==> src/rtl/cache_way_flush_p.sv <==
// One way of the pipelined cache: valid/dirty/tag/data arrays with a registered, write-forwarded
// lookup, plus a flush engine that sweeps every set and offers dirty lines to writeback.
module cache_way_flush_p #(
  parameter int S_INDEX    = 3,
  parameter int TAG_W      = 24,
  parameter int LINE_BYTES = 32
) (
  input  logic                    clk,
  input  logic                    rst,
  input  logic [S_INDEX-1:0]      rindex_i,
  input  logic [S_INDEX-1:0]      windex_i,
  input  logic                    load_i,
  input  logic [TAG_W-1:0]        tag_i,
  input  logic [8*LINE_BYTES-1:0] data_i,
  input  logic [LINE_BYTES-1:0]   byte_enable_i,
  input  logic                    set_dirty_i,
  input  logic                    clr_dirty_i,
  input  logic                    flush_req_i,
  input  logic                    flush_inv_i,
  output logic [TAG_W-1:0]        tag_o,
  output logic                    valid_o,
  output logic                    dirty_o,
  output logic [8*LINE_BYTES-1:0] data_o,
  output logic                    busy_o,
  output logic                    flush_done_o,
  output logic                    wb_valid_o,
  input  logic                    wb_ready_i,
  output logic [S_INDEX-1:0]      wb_index_o,
  output logic [TAG_W-1:0]        wb_tag_o,
  output logic [8*LINE_BYTES-1:0] wb_data_o
);
  localparam int LINE_W = 8 * LINE_BYTES;
  localparam int NSETS  = 2 ** S_INDEX;

  typedef enum logic [1:0] {IDLE, SCAN, WB, DONE} state_t;

  state_t               state_q, state_d;
  logic [S_INDEX-1:0]   ptr_q, ptr_d;
  logic                 inv_q;

  logic [NSETS-1:0]     valid_q;
  logic [NSETS-1:0]     dirty_q;
  logic [TAG_W-1:0]     tag_q  [NSETS];
  logic [LINE_W-1:0]    data_q [NSETS];

  logic                 wr_en;
  logic                 clr_v_en;
  logic                 clr_d_en;

  logic                 lk_valid, lk_dirty;
  logic [TAG_W-1:0]     lk_tag;
  logic [LINE_W-1:0]    lk_data;

  function automatic logic [LINE_W-1:0] merge_bytes(input logic [LINE_W-1:0]     old_line,
                                                    input logic [LINE_W-1:0]     new_line,
                                                    input logic [LINE_BYTES-1:0] be);
    logic [LINE_W-1:0] res;
    res = old_line;
    for (int b = 0; b < LINE_BYTES; b++)
      if (be[b]) res[8*b +: 8] = new_line[8*b +: 8];
    return res;
  endfunction

  assign wr_en        = (state_q == IDLE);
  assign busy_o       = (state_q != IDLE);
  assign flush_done_o = (state_q == DONE);
  assign wb_valid_o   = (state_q == WB);
  assign wb_index_o   = wb_valid_o ? ptr_q : '0;
  assign wb_tag_o     = wb_valid_o ? tag_q[ptr_q] : '0;
  assign wb_data_o    = wb_valid_o ? data_q[ptr_q] : '0;

  // Flush FSM: next state, pointer advance and the clears it drives into the arrays
  always_comb begin
    state_d  = state_q;
    ptr_d    = ptr_q;
    clr_v_en = 1'b0;
    clr_d_en = 1'b0;
    case (state_q)
      IDLE: if (flush_req_i) begin
        state_d = SCAN;
        ptr_d   = '0;
      end
      SCAN: begin
        if (valid_q[ptr_q] && dirty_q[ptr_q]) begin
          state_d = WB;
        end else begin
          clr_v_en = inv_q;
          if (ptr_q == '1) state_d = DONE;
          else             ptr_d   = ptr_q + 1'b1;
        end
      end
      WB: if (wb_ready_i) begin
        clr_d_en = 1'b1;
        clr_v_en = inv_q;
        if (ptr_q == '1) begin
          state_d = DONE;
        end else begin
          state_d = SCAN;
          ptr_d   = ptr_q + 1'b1;
        end
      end
      DONE:    state_d = IDLE;
      default: state_d = IDLE;
    endcase
  end

  always_ff @(posedge clk) begin
    if (rst) begin
      state_q <= IDLE;
      ptr_q   <= '0;
      inv_q   <= 1'b0;
    end else begin
      state_q <= state_d;
      ptr_q   <= ptr_d;
      if (state_q == IDLE && flush_req_i) inv_q <= flush_inv_i;
    end
  end

  // Array update: external writes only when idle, flush clears only when busy, so they never collide
  always_ff @(posedge clk) begin
    if (rst) begin
      valid_q <= '0;
      dirty_q <= '0;
      for (int i = 0; i < NSETS; i++) begin
        tag_q[i]  <= '0;
        data_q[i] <= '0;
      end
    end else begin
      if (wr_en) begin
        if (load_i) begin
          valid_q[windex_i] <= 1'b1;
          tag_q[windex_i]   <= tag_i;
        end
        data_q[windex_i] <= merge_bytes(data_q[windex_i], data_i, byte_enable_i);
        if (set_dirty_i)      dirty_q[windex_i] <= 1'b1;
        else if (clr_dirty_i) dirty_q[windex_i] <= 1'b0;
      end
      if (clr_v_en) valid_q[ptr_q] <= 1'b0;
      if (clr_d_en) dirty_q[ptr_q] <= 1'b0;
    end
  end

  // Lookup forwarding: present the post-write state of the looked-up set
  always_comb begin
    lk_valid = valid_q[rindex_i];
    lk_dirty = dirty_q[rindex_i];
    lk_tag   = tag_q[rindex_i];
    lk_data  = data_q[rindex_i];
    if (wr_en && windex_i == rindex_i) begin
      if (load_i) begin
        lk_valid = 1'b1;
        lk_tag   = tag_i;
      end
      lk_data = merge_bytes(data_q[rindex_i], data_i, byte_enable_i);
      if (set_dirty_i)      lk_dirty = 1'b1;
      else if (clr_dirty_i) lk_dirty = 1'b0;
    end
    if (clr_v_en && ptr_q == rindex_i) lk_valid = 1'b0;
    if (clr_d_en && ptr_q == rindex_i) lk_dirty = 1'b0;
  end

  always_ff @(posedge clk) begin
    if (rst) begin
      valid_o <= 1'b0;
      dirty_o <= 1'b0;
      tag_o   <= '0;
      data_o  <= '0;
    end else begin
      valid_o <= lk_valid;
      dirty_o <= lk_dirty;
      tag_o   <= lk_tag;
      data_o  <= lk_data;
    end
  end
endmodule

==> config.mk <==
export PLATFORM = sky130hd
export DESIGN_NAME = cache_way_flush_p
export DESIGN_NICKNAME = d
export VERILOG_FILES = /design/src/rtl/cache_way_flush_p.sv
export SDC_FILE = /design/constraint.sdc
export NUM_CORES = 2
export LEC_CHECK = 0
export CAP_MARGIN = 20
export CORE_UTILIZATION = 30
export CTS_CLUSTER_DIAMETER = 30
export DETAILED_ROUTE_END_ITERATION = 12
export GPL_ROUTABILITY_DRIVEN = 0
export PLACE_DENSITY_LB_ADDON = 0.08
export SYNTH_ARGS = -nofsm -noshare
export SYNTH_HDL_FRONTEND = slang
export SYNTH_SLANG_ARGS = --single-unit
==> constraint.sdc <==
create_clock -name clk -period 6.1 [get_ports clk]
set_clock_uncertainty 0.2 [all_clocks]
set_input_delay 0.915 -clock clk [delete_from_list [all_inputs] [get_ports clk]]
set_output_delay 0.915 -clock clk [all_outputs]
set_load 0.02 [all_outputs]
======== After elaboration in Yosys (flattened, before gate mapping) ========
Memory sizes are Yosys's and may differ from the RTL's. A register that Yosys moved wholly into a read port is not among the register bits.
Cells that the tools add are included.
Widths: inputs -> output; s select.
storage, ports and cells
  RAM bits ................................ 2240
  input bits .............................. 326
  bits in registers ....................... 304
  word-level logic and storage cells ...... 309
  memories ................................ 2
  output and inout bits ................... 568
memories
  memory  depth  width  read ports  clocked after Yosys merged registers in  wr ports  RTL line  text
  data_q  8      256    2           1                                        8         44        logic [LINE_W-1:0] data_q [NSETS];
  tag_q   8      24     2           1                                        8         43        logic [TAG_W-1:0] tag_q [NSETS];
operators by class
  reduce and logical (&&, ||, !) cells .... 48
  equal/unequal tests ..................... 42
  order comparisons ....................... 5
  bitwise logic cells ..................... 7
  $add $sub $neg .......................... 1
  multiplexer cells ....................... 195
operators by type and width
  operator            number
  $mux 8              137
  $mux 256            3
  $reduce_or 256->1   1
  $ne 3x3->1 const B  33
  $mux 24             4
  $reduce_and 2->1    32
  $mux 3              11
  $mux 32             1
  $mux 1              25
  $and 8x8->8         3
  $reduce_or 24->1    1
  $not 8->8           2
  $or 8x8->8          2
  $bmux 1 s3          4
  $lt 3x4->1 const B  3
  $mux 2              5
  $pmux 3 s3          1
  $pmux 2 s4          1
  $logic_and 1x1->1   7
  $demux 1 s3         2
  $eq 3x3->1          2
  $ge 3x1->1 const B  2
  $eq 2x2->1 const B  2
  $ne 2x2->1 const B  2
  11 further kinds    12

======== Logic depth before layout (Yosys ltp) ========
  word-level depth ........................ 12
  mapped depth ............................ 9
  mapped depth without buffers ............ 7

======== Worst setup path before layout ========
Ideal clock, no wire load.
  kind .................................... input to register
  from .................................... input windex_i[2]
  to ...................................... memory tag_q[1][0], enable pin
  data required time ...................... 5462 ps
  library setup time ...................... 438 ps
  slack ................................... 1848 ps
  cell stages on the path ................. 5
  data arrival time ....................... 3613 ps
  path buffers ............................ 3
  cell sequence ........................... buf_2 or3b_2 clkbuf_1 clkbuf_1 o21ai_0
RTL lines
  item         RTL line  text
  from (decl)  11        input logic [S_INDEX-1:0] windex_i,
  to (decl)    43

==> results.md <==
- Status: finished, final reports clean
- Overall die height: 657 um
- Placed instance count: 14,973
- Vias in the first global route: 88,704
- Placed cell area: 146,000 sq um
- Fraction of registers with async set/reset: 0%
- Syn Nets: 8,956
- Die area: 431,000 sq um
- PD cells: 403 nW/um^2
- TritonCTS clock tree: built
- Slew headroom: 14.4%
- Nets: 10,363
- GRT Total Usage: 21.2%
- Slowest stage delay, CP: 950 ps
- Non-Filler Instances: 16,380
- Final setup viols: 0
- Layout area overhead: 32.8%
- Crit-path leading delay family: buffers and inverters
- Overflow after GRT: 0
- Dpl ws: 1380 ps
- Antenna-violating nets left: 0
- Drt drc: 0
- Final Cycle Share: 92.2%
- Hold Path Class: flip-flop to flip-flop
- R2r startpoint: state_q[0]
- Worst path bufs/invs: 3
- Post-synth EDFFs: 2,240
- First-pass GRT wire length: 661 mm
- Core Region: 427,000 sq um
- CP max-delay cell: dfxtp_4
- # IOs: 894
- Hpwl dp: 314 mm
- Hold wc startpoint: inv_q
- Leakage: 60.8 nW
- Share of post-route cells with drive strength above 1: 24.9%
- Hold_ws: 265 ps
- Yosys reg bits: 2,547
- Die X: 657 um
- Pins Over Slew Limit: 0
- Initial DRC Count: 5,750
- Design area: 171,000 sq um
- H-tree levels: 6
- Mapped Area: 129,000 sq um
- Initial antenna violation count: 88
- Main synth FF type: edfxtp_1
- Largest net degree at the start of global routing: 139
- CP Cell Sequence: buf_12 -> buf_4 -> mux4_2 -> mux2i_1 -> nor2_1 -> clkdlybuf4s50_1
- Mapped Avg Cell Area: 14.9 sq um
- Vias: 82,484
- CTS Buf Count: 727
- Crit Path Class: flip-flop to output port
- Vias/cell: 5.04
- Count of distinct cell types in the synthesized netlist: 51
- CP Capture Type: output port
- Fill count: 39,519
- Initial Util: 30.1%
- CTS sink count: 2,547
- Max-cap violations: 0
- Final hold violations: 0
- CP Launch Type: flip-flop
- Maximum buffer depth of the clock tree: 4
- Sequential area share after synthesis: 57.1%
- Row count: 240
- Max Fclk: 178 MHz
- Clock transition at the registers of the reported paths: 40 ps
- Unrepaired setup endpoints after global routing: no
- Postcts setup bufs: 0
- Gate Count Post-Synth: 8,624
- Clock Tree Root: clkbuf_16
- Max FO, Critical Path: 26
- Tmin final: 5620 ps
- I/O Buffers: 893
- Post-DR wirelength/cell: 28.5 um
- Final wirelength: 466 mm
- Synth warn: 0
- WP data required: 4980 ps
- Worst Path Arrival: 4510 ps
- Slew @ Worst Pin: 1280 ps
- TritonRoute pass-1 iters: 8
- Skew-Pair Late Insertion Delay: 1050 ps
- Setup TNS: 0 ps
- Final WS setup: 477 ps
- Peak VDD IR: 278 uV
final cells by class:
| cell class | instances | area, sq um | area share, % |
|---|---|---|---|
| Timing Repair Buffer | 1244 | 12100 | 7.06 |
| Multi-Input combinational cell | 5504 | 53000 | 31.0 |
| Sequential cell | 2547 | 73400 | 43.0 |
| Clock inverter | 472 | 5860 | 3.43 |
| Tap cell | 5687 | 7120 | 4.16 |
| Inverter | 7 | 41.3 | 0.0242 |
| Antenna cell | 30 | 75.1 | 0.0439 |
| Clock buffer | 889 | 19300 | 11.3 |
placed cells by master (no fill, tap or decap), drive strengths merged, types with 10 or more instances in the layout:
master | synthesis | routed
a211oi | 287 | 287
and2 | 2246 | 2246
buf | 207 | 351
bufinv | 0 | 108
clkbuf | 359 | 892
clkdlybuf4s50 | 0 | 889
clkinv | 0 | 294
clkinvlp | 0 | 48
dfxtp | 307 | 307
diode | 0 | 30
edfxtp | 2240 | 2240
inv | 7 | 29
mux2i | 562 | 562
mux4 | 1124 | 1124
nand2 | 81 | 81
nand3 | 10 | 10
nor2 | 842 | 842
o21ai | 273 | 273
worst paths after layout:
| check | to | slack, ps | cells after the start |
|---|---|---|---|
| worst min-delay path | inv_q | 270 | 2 |
| worst max register to register | data_q[1][70] | 1870 | 10 |
| worst max-delay path | wb_data_o[146] | 480 | 6 |
| worst min register to register | inv_q | 270 | 2 |
registers in the layout, summed over array words and instances (netlist names), named ones only:
signal and count:
tag_q 192, valid_o 1, inv_q 1, valid_q 8
data_o 256, dirty_o 1, tag_o 24, dirty_q 8
state_q 2, data_q 2048, ptr_q 3
cell families (layout without fill, tap and decap cells):
family	count (synthesis)	count (layout)	synth area share, %
AO/OA/AOI/OAI	596	596	2.96
XOR/XNOR	6	6	0.0409
adder cells (fa/ha/maj)	6	6	0.0584
buffers and inverters	573	2612	1.87
flip-flops	2547	2547	57.1
multiplexers	1686	1686	24.1
other	0	30	0
AND/OR/NAND/NOR	3210	3210	13.9
per-stage QoR:
step | utilization, % | total power [mW]
6_report | 40.0 | 68.9
5_1_grt | 40.0 | 71.1
4_1_cts | 40.0 | 69.7
3_5_place_dp | 34.1 | 30.8
3_3_place_gp | 34.0 | 30.7
2_1_floorplan | - | 26.4
routing by layer:
layer / share of wire (%) / wire (um) / up-vias / global-route usage (%)
met5: 0.051 / 236 / - / 0
met4: 3.8 / 17600 / 38 / 8.11
met3: 5.1 / 23700 / 875 / 3.85
met2: 50 / 233000 / 2551 / 36.2
met1: 41 / 192000 / 42782 / 26.5
li1: - / - / 36238 / -
synth_stat cells (all sizes together), types with 8 or more instances:
cell type,number,area share [%]
nor2,842,2.5
a221oi,8,0.054
buf,207,0.80
a211oi,287,1.7
nand2,81,0.33
dfxtp,307,4.8
and2,2246,11
mux4,1124,20
nand3,10,0.039
o21ai,273,1.1
mux2i,562,4.4
a21oi,8,0.031
clkbuf,359,1.0
edfxtp,2240,52
worst min-delay path, delay by kind of cell (launching register included):
kind / cells / cell delay (ps)
flip-flops: 1 / 300
AND/OR/NAND/NOR: 1 / 50
AO/OA/AOI/OAI: 1 / 60
what timing repair did:
item / 4_1_cts / 5_1_grt
hold endpoints to repair: 10 / 0
hold buffers: 1 / 0
gates resized for setup: 0 / 0
power breakdown:
| part | leakage [nW] | total, mW | switching (mW) | internal, mW |
|---|---|---|---|---|
| logic | 22.9 | 9.54 | 5.46 | 4.08 |
| clock network | 12.2 | 38.5 | 11.7 | 26.9 |
| registers | 25.7 | 20.8 | 0.629 | 20.2 |
(Power assumes the default switching activity.)
